<file path="src/rtl/switch_alloc_credit.sv">
// switch_alloc_credit: credit-based switch allocator for an NPORTS router.
// Each output runs its own round-robin arbiter over the inputs that carry a
// one-hot label for it. An output competes only while it holds downstream
// credits. The winning flit is registered onto the output one cycle later.
module switch_alloc_credit #(
    parameter int NPORTS   = 5,
    parameter int DATASIZE = 40,
    parameter int CREDITS  = 8,
    localparam int CW = $clog2(CREDITS + 1),
    localparam int PW = (NPORTS > 1) ? $clog2(NPORTS) : 1
) (
    input  logic                         clk,
    input  logic                         rst,
    input  logic [NPORTS-1:0]            in_valid,
    input  logic [NPORTS*NPORTS-1:0]     in_dst,
    input  logic [NPORTS*DATASIZE-1:0]   in_data,
    output logic [NPORTS-1:0]            in_ready,
    input  logic [NPORTS-1:0]            credit_in,
    output logic [NPORTS-1:0]            out_valid,
    output logic [NPORTS*DATASIZE-1:0]   out_data,
    output logic [NPORTS*CW-1:0]         credit_cnt,
    output logic [1:0]                   err
);

    logic [NPORTS-1:0][PW-1:0]       ptr_q, ptr_d;
    logic [NPORTS-1:0][CW-1:0]       cnt_q, cnt_d;
    logic [NPORTS-1:0]               vld_q, vld_d;
    logic [NPORTS-1:0][DATASIZE-1:0] data_q, data_d;
    logic [1:0]                      err_q, err_d;

    logic [NPORTS-1:0]               lbl_ok;  // label of input i is exactly one-hot
    logic [NPORTS-1:0][NPORTS-1:0]   req;     // req[j][i]: input i wants output j
    logic [NPORTS-1:0][NPORTS-1:0]   gnt;     // gnt[j][i]: output j grants input i
    logic [NPORTS-1:0][PW-1:0]       win;     // winning input index per output

    // Decode destination labels into per-output request vectors
    always_comb begin
        logic [NPORTS-1:0] d;
        d      = '0;
        lbl_ok = '0;
        req    = '0;
        for (int i = 0; i < NPORTS; i++) begin
            d         = in_dst[i*NPORTS +: NPORTS];
            lbl_ok[i] = (d != '0) && ((d & (d - NPORTS'(1))) == '0);
            for (int j = 0; j < NPORTS; j++)
                req[j][i] = in_valid[i] & lbl_ok[i] & d[j];
        end
    end

    // Round-robin search per output, starting at its pointer, gated by credits
    always_comb begin
        int   idx;
        logic found;
        idx   = 0;
        found = 1'b0;
        gnt   = '0;
        win   = '0;
        for (int j = 0; j < NPORTS; j++) begin
            found = 1'b0;
            if (cnt_q[j] != '0) begin
                for (int k = 0; k < NPORTS; k++) begin
                    idx = int'(ptr_q[j]) + k;
                    if (idx >= NPORTS) idx = idx - NPORTS;
                    if (!found && req[j][idx]) begin
                        found       = 1'b1;
                        gnt[j][idx] = 1'b1;
                        win[j]      = PW'(idx);
                    end
                end
            end
        end
    end

    // Pop strobe back to the inputs; suppressed while reset is held so no
    // flit is consumed that the output registers would then drop
    always_comb begin
        in_ready = '0;
        for (int j = 0; j < NPORTS; j++)
            in_ready = in_ready | gnt[j];
        if (rst) in_ready = '0;
    end

    // Next state: output flit, pointer advance, credit accounting, sticky errors
    always_comb begin
        ptr_d  = ptr_q;
        cnt_d  = cnt_q;
        data_d = data_q;
        vld_d  = '0;
        err_d  = err_q;
        for (int i = 0; i < NPORTS; i++)
            if (in_valid[i] && !lbl_ok[i]) err_d[0] = 1'b1;
        for (int j = 0; j < NPORTS; j++) begin
            if (|gnt[j]) begin
                vld_d[j]  = 1'b1;
                data_d[j] = in_data[int'(win[j])*DATASIZE +: DATASIZE];
                ptr_d[j]  = (int'(win[j]) == NPORTS - 1) ? '0 : win[j] + PW'(1);
            end
            // Grant and returning credit in the same cycle cancel out
            case ({|gnt[j], credit_in[j]})
                2'b10: cnt_d[j] = cnt_q[j] - CW'(1);
                2'b01: begin
                    if (cnt_q[j] == CW'(CREDITS)) err_d[1] = 1'b1;
                    else                          cnt_d[j] = cnt_q[j] + CW'(1);
                end
                default: ;
            endcase
        end
    end

    // State registers
    always_ff @(posedge clk or posedge rst) begin
        if (rst) begin
            ptr_q  <= '0;
            cnt_q  <= {NPORTS{CW'(CREDITS)}};
            vld_q  <= '0;
            data_q <= '0;
            err_q  <= '0;
        end else begin
            ptr_q  <= ptr_d;
            cnt_q  <= cnt_d;
            vld_q  <= vld_d;
            data_q <= data_d;
            err_q  <= err_d;
        end
    end

    assign out_valid  = vld_q;
    assign out_data   = data_q;
    assign credit_cnt = cnt_q;
    assign err        = err_q;

endmodule

</file>
<file path="config.mk">
export PLATFORM = sky130hd
export DESIGN_NAME = switch_alloc_credit
export DESIGN_NICKNAME = d
export VERILOG_FILES = /design/src/rtl/switch_alloc_credit.sv
export SDC_FILE = /design/constraint.sdc
export NUM_CORES = 2
export LEC_CHECK = 0
export ABC_AREA = 0
export CAP_MARGIN = 40
export CORE_AREA = 2 2 243 245
export CTS_BUF_LIST = sky130_fd_sc_hd__clkbuf_8 sky130_fd_sc_hd__clkbuf_16
export CTS_CLUSTER_SIZE = 20
export DETAILED_ROUTE_END_ITERATION = 6
export DIE_AREA = 0 0 245 247
export GPL_TIMING_DRIVEN = 1
export PLACE_DENSITY_LB_ADDON = 0.1
export SLEW_MARGIN = 30
export SYNTH_ARGS = -nofsm -noshare
export SYNTH_HDL_FRONTEND = slang
export SYNTH_SLANG_ARGS = --single-unit
</file>
<file path="constraint.sdc">
create_clock -name clk -period 12.2 [get_ports clk]
set_input_delay 2.44 -clock clk [delete_from_list [all_inputs] [get_ports clk]]
set_output_delay 2.44 -clock clk [all_outputs]
set_load 0.005 [all_outputs]
</file>
==> results.json <==
{
  "outcome": "completed",
  "cp-end-kind": "output pin",
  "setup.worst_path.start": "in_dst[13]",
  "grt_pass1_vias": 27600,
  "synth_top_area_share_pct": 22.9,
  "grt-ovfl-total": 0,
  "cts_tree": "yes",
  "grt.met1_usage_pct": 45.0,
  "yosys-top-cells-area": "dfrtp_1, mux2i_1, mux2_2",
  "drt_iter0_drc": 2764,
  "start_util_pct": 44.4,
  "die_area_um2": 60500,
  "cts_resized": 0,
  "clkSinkCount": 242,
  "dr.pass1.iters": 6,
  "final_core_util_pct": 54.9,
  "synth_nets": 3531,
  "drc": 0,
  "ant_nets": 0,
  "root_buffer": "clkbuf_16",
  "max_slew_margin_pct": 36.9,
  "critPathArrivalTime_ns": 6.68,
  "ys_dominant_reg_cell": "dfrtp_1",
  "die_w_um": 245,
  "syn_to_final_growth_pct": 23.8,
  "viasPerCell": 6.61,
  "numCtsBuffers": 29,
  "crit_chain": "clkdlybuf4s50_1, nor4b_1, nand3b_1, mux4_2, o22a_1, nor3_1, nand4_1, a31oi_1, a2111oi_0, nor2_1, clkdlybuf4s50_1",
  "fp-row-count": 89,
  "cp_slowest_stage_delay_ns": 0.58,
  "cp.required_ns": 9.76,
  "crit_slowest_cell": "clkdlybuf4s50_1",
  "drive_gt1_share_pct": 10.6,
  "fillers": 5349,
  "mostFrequentLayoutCell": "clkdlybuf4s50_1",
  "whs_ns": 0.486,
  "finalHoldViolCount": 0,
  "crit_fanout": 10,
  "min-delay-start": "out_data[176]$_DFFE_PP0P_",
  "layout.nets": 3850,
  "min_to": "out_data[176]$_DFFE_PP0P_",
  "clockBufferDepth": 3,
  "syn-cell-area_um2": 25900,
  "numPortBuffers": 468,
  "hold_class": "register to register",
  "crit_buf_inv": 2,
  "reg2reg_to": "credit_cnt[3]$_DFFE_PP1P_",
  "hold_path_depth": 2,
  "post-route-period-util_pct": 74.7,
  "rsz0062_at_grt": "false",
  "ys_types": 120,
  "io_pins": 469,
  "synth_edf_count": 0,
  "avgSynthCellArea_um2": 8.07,
  "multiInputGateArea_um2": 18600,
  "busiest_layer": "met2",
  "setup_viol": 0,
  "clkTransAtPathRegs_ns": 0.06,
  "yosysWarnings": 0,
  "use_met2_pct": 58.4,
  "finClkSkew_ns": 0.0281,
  "crit_top_cell": "clkdlybuf4s50_1",
  "cp-start-kind": "primary input",
  "r2r-start": "ptr_q[0]$_DFFE_PP0P_",
  "crit_type": "primary input to output pin",
  "use_met3_pct": 8.78,
  "fin_setup_tns_ns": 0,
  "yosysTopAreaCell": "dfrtp_1",
  "via_count": 28600,
  "die_h_um": 247,
  "worstSkewPairLatency_ns": 0.59,
  "seqCellArea_um2": 6060,
  "worst_slew_pin_slew_ns": 0.947,
  "grt_use_total_pct": 36.3,
  "synthCells": 3203,
  "antenna_found_initial": 11,
  "finalMaxSlewViolations": 0,
  "grt_max_degree": 60,
  "cts.htree.levels": 1,
  "fmax_ghz": 0.110,
  "reg2reg_depth": 18,
  "wl_um": 116000,
  "async_reset_ff_share_pct": 100,
  "path_delay_family": "simple AND/OR/NAND/NOR gates",
  "avgRoutedWirePerCell_um": 26.7,
  "cts_setup_buffers": 0,
  "dp_slack_ns": 3.20,
  "cap_viol_max_count": 0,
  "ys_ff_latch": 242,
  "place.gp.congestion": 0.961,
  "fin_crit_ns": 9.12,
  "yosysSeqAreaShare_pct": 23.4,
  "coreArea_um2": 58200,
  "holdBufCountCts": 0,
  "final_cell_mix": "clkdlybuf4s50_1, nand2_1, a21oi_1",
  "grt_pass1_wl_um": 170000,
  "fin_ws_ns": 3.08,
  "dp.final_hpwl_um": 79000,
  "r2r_slack_ns": 5.01
}
routing by layer:
metal,vias to the layer above,wire [um]
met1,13900,45500
met3,420,10900
met2,1604,52700
met5,-,27
met4,4,6490
li1,12700,-
logic make-up after synthesis:
group                      count (synthesis)  share of synthesized area, %
DFF                                      242                          23.4
AOI/OAI and AO/OA                       1036                          27.1
muxes                                    424                          17.7
adders and majority gates                 91                          4.69
and+or+nand+nor                         1060                          20.2
xor gates and xnor gates                  42                          1.52
buffers and inverters                    308                          5.36
cell type report:
type                    instances  share of cell area [%]
well taps                     773                    3.02
clock buffers                  35                    2.53
repair buffers                524                    16.3
flip-flops and latches        242                    18.9
clock inverters                17                   0.239
multi-input cells            2653                    58.0
diodes                         10                  0.0782
inverters                      72                   0.868
how the worst max path moves through the flow:
stage	to	slack, ns	depth (start not counted)
after CTS	in_ready[1]	3.17	11
after global routing	in_ready[2]	2.77	11
after global placement	in_ready[4]	3.26	11
after detailed placement	in_ready[0]	3.20	13
after floorplan	in_ready[1]	1.75	2
final	in_ready[0]	3.08	11
cell usage after synthesis (23+ instances only):
library cell / n
o221ai_1: 47
o22ai_1: 61
inv_1: 62
a21oi_1: 303
o21ai_1: 23
buf_2: 83
a22o_1: 88
nor2_1: 251
o21ai_0: 147
nand3_1: 95
a31oi_1: 28
nor4_1: 39
ha_1: 81
nor2b_1: 36
a221oi_1: 43
a211oi_1: 61
clkbuf_1: 117
mux2_2: 154
nor3_1: 54
dfrtp_1: 237
a21o_1: 30
mux2i_1: 237
nand2b_1: 40
nand2_1: 364
worst reg2reg max path, stage by stage (launching register included):
cell      delay [ns]
dfrtp_1         0.90
inv_1           0.55
ha_1            0.78
inv_1           0.31
mux2i_1         0.50
o221ai_1        0.24
a32o_1          0.53
o21ai_4         0.26
o221ai_2        0.18
a311oi_2        0.27
a31oi_1         0.11
or4_2           1.04
nor2_1          0.32
inv_2           0.12
ha_1            0.29
a21o_1          0.18
a21o_1          0.21
o22a_1          0.20
o21ai_1         0.12
through the flow:
step	instance area, um^2	cells
floorplan	25900	3203
global placement	30900	4252
detailed placement	31000	4260
CTS	31900	4312
global route	32000	4325
finish	32000	4326
registers in the layout (all words and copies together) (netlist names):
| name | cells |
|---|---|
| out_data | 200 |
| credit_cnt | 20 |
| ptr_q | 15 |
| out_valid | 5 |
| err | 2 |
Power is not shown: default switching activity piles up to over one toggle a cycle in this logic, so the estimate is an artifact.
==> patch, RTL diff (config.mk and constraints unchanged) <==
Make the reset (`rst`) synchronous in one clocked block.
--- a/src/rtl/switch_alloc_credit.sv
+++ b/src/rtl/switch_alloc_credit.sv
@@ -108,7 +108,7 @@
     end
 
     // State registers
-    always_ff @(posedge clk or posedge rst) begin
+    always_ff @(posedge clk) begin
         if (rst) begin
             ptr_q  <= '0;
             cnt_q  <= {NPORTS{CW'(CREDITS)}};
Function: not settled (the Yosys comparison gave no result); the edit may change what the design does.
==> patch against the original RTL <==
Synthesized cell count grew 4.1%. Synthesized area shrank 2.1%. Critical endpoint is now in_ready[1]. Sequential cell count is the same. First-iteration DRC count grew 13%. Die area is the same. Routed wire length grew 5.8%. Design area shrank 1.2%. Setup slack lost 0.59 ns. Sequential share of layout area shrank 3.6 points. Highest routed layer unchanged.
Power is left out: the tool's default activity adds up to more than one toggle a clock period on the data nets, which glitch-free logic cannot reach.
==> patch: results (changes against the original RTL) <==
- Outcome: finished clean
- Crit path launch: in_dst[5]
- Beginning of the worst hold path: out_data[125]
- Global-route wire length before repair: 178800 um (+5.0%)
- Later-pin clock latency in the skew report: 0.56 ns (-0.03 ns)
- Critical path's slowest cell: o31ai_1
- Antenna violations before repair: 18 (+7)
- Maximum number of pins on one net before global-route repair: 80 (+33%)
- Total number of vias: 29801 (+4.2%)
- Routability Congestion: 0.9986 (+3.9%)
- Cts bufs inserted: 34 (+17%)
- R2R setup slack: 4.88 ns (-0.13 ns)
- DP HPWL: 84810 um (+7.4%)
- Final clock skew: 0.02295 ns (-0.005098 ns)
- WP data arrival: 7.27 ns (+0.59 ns)
- Detailed Routing Iterations Pass 1: 6 (unchanged)
- Synth Flop Type: dfxtp_1
- CP delay by family, top: compound AO/OA/AOI/OAI gates
- H-tree depth: 2 (+1)
- Layout cell share with drive strength beyond 1: 0.07701 (-0.02855)
- Hold EP: out_data[125]
- Async SR Flop Fraction: 0 (-1.000)
- FF-to-FF path depth: 20 (+2)
- Crit Path Max Fanout: 10 (unchanged)
- Post-synthesis sequential area ratio: 0.1914 (-0.04314)
- DRT iter0 DRCs: 3117 (+13%)
- CP peak stage delay: 0.83 ns (+0.25 ns)
- Synth area leaders: dfxtp_1 (19%), mux2i_1 (15%), a21oi_1 (6.7%), nor2_1 (4.7%), ha_1 (4.0%)
- Post-Syn Nets: 3662 (+3.7%)
- Avg WL per Cell: 27.61 um (+3.3%)
- Max FFs per register: 200 (unchanged)
- Yosys cell types: 106 (-12%)
- Total global-route track usage: 0.3831 (+0.01958)
- Clock Tree Root: clkbuf_16
- Slew HR: 0.3148 (-0.05383)
- WHS Path Cells: 1 (-1)
- Commonest cells in the netlist: mux2i_1 (380), a21oi_1 (339), nor2_1 (316)
- Reg-to-Reg Start: ptr_q[9]
- # nets final: 3962 (+2.9%)
- CTS max path bufs: 3 (unchanged)
- Vias in the first global route: 28617 (+3.8%)
- Reg-to-reg endpoint: credit_cnt[15]
- Fillers: 5503 (+2.9%)
==> patch: cells by family (layout without fill, tap and decap cells) <==
family          count (synthesis)  count (layout)  synth area share
xor+xnor                       44              44           0.01552
buf+inv                       330             645           0.05644
flops                         242             242            0.1914
fa+ha+maj                      91              91           0.04794
other cells                     0               8                 0
compound gates               1168            1168            0.3150
simple gates                 1032            1032            0.2013
mux                           427             427            0.1725
==> patch: metal layers <==
| layer | share of wire | vias up | track usage |
|---|---|---|---|
| li1 | - | 13241 | - |
| met1 | 0.39 | 14248 | 0.4759 |
| met2 | 0.44 | 1860 | 0.5997 |
| met3 | 0.11 | 432 | 0.09670 |
| met4 | 0.059 | 20 | 0.2240 |
| met5 | 0.00094 | - | 0 |
==> patch: how the worst max path moves through the flow <==
stage | depth (start not counted) | to
after floorplan | 11 | in_ready[2]
after global placement | 12 | in_ready[1]
after detailed placement | 12 | in_ready[1]
after CTS | 12 | in_ready[1]
after global routing | 14 | in_ready[1]
final | 13 | in_ready[1]
==> patch: area by class of cell <==
| type | count | area (um2) | share of cell area |
|---|---|---|---|
| Clock inverter | 13 | 135.1 | 0.004274 |
| Antenna cell | 8 | 20.02 | 0.0006332 |
| Tap cell | 773 | 967.2 | 0.03059 |
| Inverter | 64 | 242.7 | 0.007678 |
| Sequential cell | 242 | 4845 | 0.1532 |
| Multi-Input combinational cell | 2762 | 19240 | 0.6087 |
| Clock buffer | 38 | 917.1 | 0.02901 |
| Timing Repair Buffer | 530 | 5244 | 0.1659 |
==> patch: through the flow <==
stage | instances | cell area (um2) | setup WS, ns | hold WS [ns] | util
6_report | 4430 | 31620 | 2.492 | 0.4924 | 0.5428
5_1_grt | 4430 | 31620 | 2.243 | 0.5084 | 0.5428
4_1_cts | 4414 | 31510 | 2.519 | 0.4930 | 0.5410
3_5_place_dp | 4363 | 30450 | 2.540 | 0.4695 | 0.5229
3_3_place_gp | 4356 | 30310 | 2.757 | 0.4596 | 0.5205
2_1_floorplan | 3334 | 25320 | 4.543 | 0.4662 | -
